File: src/rtl/word_serial_pkg.sv
// Shared definitions for the word-serial transmitter.
//   tx_state_t : transmitter FSM states (PARITY is only used when
//                WORD_SERIAL_TX_PARITY_EN is defined)
//   WORD_W     : default datapath word width
package word_serial_pkg;

  localparam int unsigned WORD_W = 18;

  typedef enum logic [1:0] {
    IDLE   = 2'd0,
    SHIFT  = 2'd1,
    PARITY = 2'd2
  } tx_state_t;

endpackage

File: src/rtl/word_serial_tx_bit_timer.sv
// bit_timer: counts the clock cycles of one bit period.
//   CLK     in  clock
//   clear   in  asynchronous active-high reset
//   restart in  restart the period from cycle 0
//   run     in  count enable
//   tick    out high in the last cycle of the period (while run)
module bit_timer #(
  parameter int unsigned BIT_CYCLES = 1
) (
  input  logic CLK,
  input  logic clear,
  input  logic restart,
  input  logic run,
  output logic tick
);

  localparam int unsigned CW = (BIT_CYCLES > 1) ? $clog2(BIT_CYCLES) : 1;
  localparam logic [CW-1:0] LAST = CW'(BIT_CYCLES - 1);

  logic [CW-1:0] cnt;

  assign tick = run && (cnt == LAST);

  always_ff @(posedge CLK or posedge clear) begin
    if (clear) begin
      cnt <= '0;
    end else if (restart || tick) begin
      cnt <= '0;
    end else if (run) begin
      cnt <= cnt + CW'(1);
    end
  end

endmodule

File: src/rtl/word_serial_tx.sv
// word_serial_tx: parallel-to-serial transmitter with valid/ready input.
// Optional feature: define WORD_SERIAL_TX_PARITY_EN to append an even-parity
// bit period after the data bits.
//   CLK    in  clock (rising edge)
//   clear  in  asynchronous active-high reset
//   in     in  word to send, sampled on the accept edge
//   load   in  word-valid request
//   ready  out high when a word can be accepted
//   sdata  out serial data, 0 when idle
//   sframe out high during every bit period of a word
//   done   out one-cycle pulse after the last bit period
module word_serial_tx
  import word_serial_pkg::*;
#(
  parameter int unsigned WIDTH      = WORD_W,
  parameter int unsigned BIT_CYCLES = 1,
  parameter int unsigned MSB_FIRST  = 1
) (
  input  logic             CLK,
  input  logic             clear,
  input  logic [WIDTH-1:0] in,
  input  logic             load,
  output logic             ready,
  output logic             sdata,
  output logic             sframe,
  output logic             done
);

  localparam int unsigned BW = $clog2(WIDTH);

  tx_state_t        state;
  logic [WIDTH-1:0] shreg;
  logic [BW-1:0]    bitcnt;
  logic             tick;
  logic             accept;
  logic [WIDTH-1:0] shifted;
  logic             next_bit;
  logic             first_bit;
`ifdef WORD_SERIAL_TX_PARITY_EN
  logic             par;
`endif

  assign accept = load && ready;

  // sdata is registered, so the bit that will be on the line after the
  // next shift is taken from the register before it shifts.
  always_comb begin
    shifted   = '0;
    next_bit  = 1'b0;
    first_bit = 1'b0;
    if (MSB_FIRST != 0) begin
      shifted   = shreg << 1;
      next_bit  = shreg[WIDTH-2];
      first_bit = in[WIDTH-1];
    end else begin
      shifted   = shreg >> 1;
      next_bit  = shreg[1];
      first_bit = in[0];
    end
  end

  bit_timer #(
    .BIT_CYCLES(BIT_CYCLES)
  ) u_timer (
    .CLK    (CLK),
    .clear  (clear),
    .restart(accept),
    .run    (state != IDLE),
    .tick   (tick)
  );

  always_ff @(posedge CLK or posedge clear) begin
    if (clear) begin
      state  <= IDLE;
      shreg  <= '0;
      bitcnt <= '0;
      ready  <= 1'b1;
      sdata  <= 1'b0;
      sframe <= 1'b0;
      done   <= 1'b0;
`ifdef WORD_SERIAL_TX_PARITY_EN
      par    <= 1'b0;
`endif
    end else begin
      done <= 1'b0;
      case (state)
        IDLE: begin
          if (accept) begin
            shreg  <= in;
            bitcnt <= '0;
            sdata  <= first_bit;
            sframe <= 1'b1;
            ready  <= 1'b0;
            state  <= SHIFT;
`ifdef WORD_SERIAL_TX_PARITY_EN
            par    <= ^in;
`endif
          end
        end
        SHIFT: begin
          if (tick) begin
            if (bitcnt == BW'(WIDTH - 1)) begin
`ifdef WORD_SERIAL_TX_PARITY_EN
              sdata <= par;
              state <= PARITY;
`else
              sdata  <= 1'b0;
              sframe <= 1'b0;
              ready  <= 1'b1;
              done   <= 1'b1;
              state  <= IDLE;
`endif
            end else begin
              shreg  <= shifted;
              sdata  <= next_bit;
              bitcnt <= bitcnt + BW'(1);
            end
          end
        end
        PARITY: begin
`ifdef WORD_SERIAL_TX_PARITY_EN
          if (tick) begin
            sdata  <= 1'b0;
            sframe <= 1'b0;
            ready  <= 1'b1;
            done   <= 1'b1;
            state  <= IDLE;
          end
`else
          state <= IDLE;
`endif
        end
        default: state <= IDLE;
      endcase
    end
  end

endmodule

File: config.mk
export PLATFORM = sky130hd
export DESIGN_NAME = word_serial_tx
export DESIGN_NICKNAME = d
export VERILOG_FILES = /design/src/rtl/word_serial_pkg.sv /design/src/rtl/word_serial_tx_bit_timer.sv /design/src/rtl/word_serial_tx.sv
export SDC_FILE = /design/constraint.sdc
export NUM_CORES = 1
export LEC_CHECK = 0
export BUFFER_PORTS_ARGS = -buffer_cell sky130_fd_sc_hd__buf_2
export CORE_ASPECT_RATIO = 1.4
export CORE_MARGIN = 8
export CORE_UTILIZATION = 45
export CTS_CLUSTER_DIAMETER = 150
export CTS_CLUSTER_SIZE = 12
export DETAILED_ROUTE_END_ITERATION = 7
export GPL_ROUTABILITY_DRIVEN = 0
export PLACE_DENSITY = 0.79
export SETUP_SLACK_MARGIN = 0.1
export SLEW_MARGIN = 25
export SYNTH_ARGS = -nofsm -noshare
export SYNTH_HDL_FRONTEND = slang
export SYNTH_SLANG_ARGS = --single-unit
File: constraint.sdc
create_clock -name CLK -period 1.7 [get_ports CLK]
set_input_delay 0.34 -clock CLK [delete_from_list [all_inputs] [get_ports CLK]]
set_output_delay 0.34 -clock CLK [all_outputs]
set_load 0.02 [all_outputs]
Word level (Yosys, flattened, before mapping)
Index checks and enable logic that the tools add are counted.
- flip-flop bits (word level): 29
- logic and storage cells: 57
- input port bits: 21
- output and inout bits: 4
- muxes and demuxes: 29
- reductions and logical operators: 11
- equality and inequality tests: 6
- bitwise operators: 1
- add/subtract/negate cells: 2
- operator list (cell ; number):
    2-to-1 mux 17 bit ; 3
    one-hot mux 17 bit (2 select lines) ; 1
    2-to-1 mux 5 bit ; 3
    2-to-1 mux 1 bit ; 14
    one-hot mux 5 bit (2 select lines) ; 1
    AND reduction 4 bit ; 2
    2-to-1 mux 2 bit ; 3
    one-hot mux 1 bit (2 select lines) ; 3
    AND reduction 3 bit ; 2
    nonzero test 2 bit ; 3
    adder 5 x 1 -> 5 bit, second input constant ; 1
    == test 5 bit, second input constant ; 1
    != test 2 x 1 -> 1 bit, second input constant ; 2
    != test 2 bit, second input constant ; 2
    one-hot mux 2 bit (2 select lines) ; 1
    == test 2 x 1 -> 1 bit, second input constant ; 1
    logical AND 1 bit ; 2
    logical NOT 2 bit ; 1
    adder 1 bit, second input constant ; 1
    logical OR 1 bit ; 1
    NOT 1 bit ; 1

Longest topological paths before layout
- depth after elaboration: 4
- mapped depth: 6
- depth with buffers taken out: 5

Modules after synthesis
Synthesis repeated with hierarchy kept, for this count alone.
- cells, all modules: 153
- area total of the unflattened synthesis: 1500.2 µm²
- modules (own cells, without submodules) (module ; cells an instance ; sequential area each (µm²) ; area an instance (µm²) ; times used):
    word_serial_tx ; 149 ; 651.9 ; 1450.1 ; 1
    bit_timer ; 4 ; 25.0 ; 50.0 ; 1

Least setup slack after synthesis
OpenSTA, ideal clock, no wires.
- path type: reg2reg
- from: register bitcnt[0]
- to: register shreg[16]
- library setup time: 125 ps
- buffers on the path: 1
- cell stages (with the launch flop): 6
- data required time: 1575 ps
- period minus slack after synthesis: 1695 ps
- path slack: 5 ps
- arrival time: 1570 ps
- cells stage by stage: dfrtp_1 ha_1 and4bb_4 o21ai_4 buf_12 mux2_4
- word-level cells in the longest chain between the ends: 3
- RTL lines (what ; line ; text):
    start, declared ; word_serial_tx.sv:33 ; logic [BW-1:0] bitcnt;
    start signal, assigned ; word_serial_tx.sv:116 ; bitcnt <= bitcnt + BW'(1);
    == test 5 bit ; word_serial_tx.sv:102 ; if (bitcnt == BW'(WIDTH - 1)) begin
    != test 2 bit (no source line) ; n/a ;
    AND reduction 4 bit (no source line) ; n/a ;
    end signal, assigned ; word_serial_tx.sv:89 ; shreg <= in;
    end signal, assigned ; word_serial_tx.sv:114 ; shreg <= shifted;
    end, declared ; word_serial_tx.sv:32 ; logic [WIDTH-1:0] shreg;
Every way passes these cells.
A chain may end at the register's enable or synchronous reset.

Final worst setup path
- from: register bitcnt[1]
- to: register shreg[2]
The elaborated chain is that of the path after synthesis.

==> load_flow_metrics.sql <==
INSERT INTO impl_metrics (metric_group, metric, value, unit) VALUES
('status', 'outcome', 'finished, final reports clean', ''),
('detailed_routing', 'detail_route.drc_violations', '0', ''),
('finish', 'antenna_cells_inserted', '0', ''),
('pwr', 'p_seq_share', '60.2', '%'),
('worst_setup_path', 'critical_path_buf_inv_count', '2', ''),
('job', 'max_cap_violations', '0', ''),
('timing', 'setup_viol', '0', ''),
('yosys', 'syn_avg_cell_area', '13.33', 'µm²'),
('timing', 'setup_total_negative_slack', '0', 'ns'),
('floorplan', 'placement_rows', '23', ''),
('timing', 'tightest_slew', '0.3342', 'ns'),
('worst_setup_path', 'critical_path_peak_fanout', '7', ''),
('timing', 'timing.final.max_slew_violations', '0', ''),
('finish', 'finalInstanceArea', '0.001650', 'mm²'),
('floorplan', 'io-pin-count', '25', ''),
('yosys', 'async_reset_ff_share', '100.0', '%'),
('placement', 'detailedPlacementHpwl', '1979', 'µm'),
('floorplan', 'design.die.area', '0.005098', 'mm²'),
('pwr', 'cellPowerDensity', '675.8', 'mW/mm²'),
('detailed_routing', 'avgRoutedWirePerCell', '15.36', 'µm'),
('timing', 'timing.final.crit_period', '1.586', 'ns'),
('finish', 'nets', '160', ''),
('yosys', 'netlist-cell-type-count', '30', ''),
('finish', 'final.fill_count', '245', ''),
('hold_path', 'worstHoldPathType', 'in -> async', ''),
('timing', 'max_freq', '0.6304', 'GHz'),
('floorplan', 'fp.dieH', '81.35', 'µm'),
('pwr', 'worst_ir_drop_vdd', '0.6424', 'mV'),
('clock_network', 'cts_made_buffers', '3', ''),
('pwr', 'clock_power_share', '32.5', '%'),
('worst_setup_path', 'reg2reg_slack', '0.11', 'ns'),
('placement', 'port_buffers', '24', ''),
('yosys', 'syn-cell-area', '0.001373', 'mm²'),
('yosys', 'synth_common_cells', 'sky130_fd_sc_hd__dfrtp_1 (26), sky130_fd_sc_hd__mux2_2 (25), sky130_fd_sc_hd__mux2_4 (7), sky130_fd_sc_hd__inv_1 (5), sky130_fd_sc_hd__nand3_1 (4)', ''),
('placement', 'placed_cell_area', '0.001568', 'mm²'),
('pwr', 'p_switching', '0.0002353', 'W'),
('worst_setup_path', 'worst-endpoint-required', '1.87', 'ns'),
('pwr', 'combPwrFrac', '7.3', '%'),
('clock_network', 'cts_tree', 'yes', ''),
('clock_network', 'clk_root_buffer_cell', 'sky130_fd_sc_hd__clkbuf_8', ''),
('clock_network', 'cts_max_level', '1', ''),
('yosys', 'synth.largest_area_cell', 'sky130_fd_sc_hd__dfrtp_1', ''),
('worst_setup_path', 'crit_path_start_kind', 'flip-flop', ''),
('timing', 'post_route_hold_slack', '0.1002', 'ns'),
('yosys', 'synth-edff-count', '0', ''),
('timing', 'grt_setup_unrepaired', 'true', ''),
('timing', 'report.final.hold_viol_count', '0', ''),
('pwr', 'p_sw_share', '21.10', '%'),
('clock_network', 'cts.path.max_buffers', '2', ''),
('finish', 'drive_above_1_share', '53.68', '%'),
('timing', 'post-route-period-util', '93.31', '%'),
('worst_setup_path', 'setup.worst_path.end_class', 'flip-flop', ''),
('global_route', 'grt_start_max_net_pins', '28', ''),
('yosys', 'synth_most_common_cell', 'sky130_fd_sc_hd__dfrtp_1', ''),
('finish', 'synthToLayoutAreaGrowth', '20.24', '%'),
('global_route', 'grt_pass1_vias', '1020', ''),
('detailed_routing', 'initialDrtViolationCount', '17', ''),
('detailed_routing', 'wirelength', '2657', 'µm'),
('detailed_routing', 'routed-via-count', '892', ''),
('worst_setup_path', 'critical_path.slowest_cell', 'sky130_fd_sc_hd__dfrtp_1', ''),
('detailed_routing', 'drt-vias-per-instance', '5.156', ''),
('worst_setup_path', 'critical_path_class', 'reg -> reg', ''),
('worst_setup_path', 'critical_path_arrival', '1.75', 'ns'),
('global_route', 'grt_antenna_before_repair', '0', ''),
('floorplan', 'core', '0.002878', 'mm²'),
('yosys', 'synth_top_area_share', '47.40', '%'),
('global_route', 'grt_pass1_wl', '4402', 'µm'),
('detailed_routing', 'antenna_left', '0', ''),
('floorplan', 'starting_density', '47.70', '%'),
('worst_setup_path', 'crit-reg2reg-launch', 'bitcnt[1]', ''),
('worst_setup_path', 'worst-r2r-cell-count', '6', '');
[tightest hold or removal path: cells and delay by family]
| family | cells | cell delay (ns) |
|---|---|---|
| buf+inv | 3 | 0.43 |
[what timing repair did]
| item | CTS | global route |
|---|---|---|
| pin swaps | 0 | 0 |
| hold buffers | 0 | 0 |
| gates resized for setup | 0 | 7 |
| setup buffers | 1 | 0 |
| endpoints found under the setup margin | 15 | 15 |
[cells by family after synthesis]
group / count (synthesis) / synth area share [%]
AOI/OAI and AO/OA: 11 / 5.834
xor gates and xnor gates: 1 / 0.6382
adders and majority gates: 2 / 1.823
buffers and inverters: 9 / 3.828
DFF: 27 / 49.32
muxes: 34 / 29.63
and+or+nand+nor: 19 / 8.935
[worst max path at each step]
stage               from        end  slack, ns  cells after the start
5_1_grt        bitcnt[1]   shreg[3]       0.06                      6
3_3_place_gp   bitcnt[1]   shreg[3]       0.14                      6
6_report       bitcnt[1]   shreg[2]       0.11                      6
3_5_place_dp   bitcnt[1]   shreg[2]       0.08                      6
4_1_cts        bitcnt[0]   shreg[2]       0.12                      5
2_1_floorplan      ready  shreg[16]       0.06                      4
[power groups by stage]
stage | Combinational, W | Sequential (W) | Clock (W)
after global routing | 0.0000914 | 0.000674 | 0.000394
after global placement | 0.0000770 | 0.000683 | 0
after CTS | 0.0000804 | 0.000671 | 0.000379
after floorplan | 0.0000482 | 0.000680 | 0
after detailed placement | 0.0000799 | 0.000684 | 0
final | 0.0000812 | 0.000672 | 0.000363
[layer usage]
layer | track usage [%] | vias up | wire length [µm]
met5 | 0 | - | 0
met4 | 4.577 | 0 | 41
met3 | 2.201 | 4 | 63
met2 | 19.52 | 12 | 1501
met1 | 11.14 | 441 | 1051
li1 | - | 435 | -
[layout make-up]
type / instances / area (µm²) / share of cell area (%)
tap: 37 / 46.29 / 2.805
sequential: 27 / 676.9 / 41.02
timing repair buffer: 33 / 198.9 / 12.05
clock inverter: 1 / 7.507 / 0.4549
multi-input combinational: 67 / 660.6 / 40.03
inverter: 5 / 18.77 / 1.137
clock buffer: 3 / 41.29 / 2.502
[placed cells by master (no fill, tap or decap), types with 4 or more instances in the layout]
cell,instances
sky130_fd_sc_hd__mux2_4,11
sky130_fd_sc_hd__buf_4,6
sky130_fd_sc_hd__nand3_1,4
sky130_fd_sc_hd__buf_2,24
sky130_fd_sc_hd__dfrtp_1,26
sky130_fd_sc_hd__mux2_2,21
sky130_fd_sc_hd__inv_1,5
[stage by stage]
stage          power [W]  setup WS [ns]  std cells
2_1_floorplan  0.0007281        0.06196        103
3_3_place_gp   0.0007598         0.1364        168
3_5_place_dp   0.0007637        0.08043        168
4_1_cts         0.001131         0.1171        173
5_1_grt         0.001159        0.05844        173
6_report        0.001115         0.1137        173
[flip-flops by register name (all words and copies together), names as in the netlist]
name         cells
ready            1
u_timer.cnt      1
sdata            1
shreg           17
sframe           1
bitcnt           5
done             1
No activity file was read; power rests on OpenSTA's default activity.
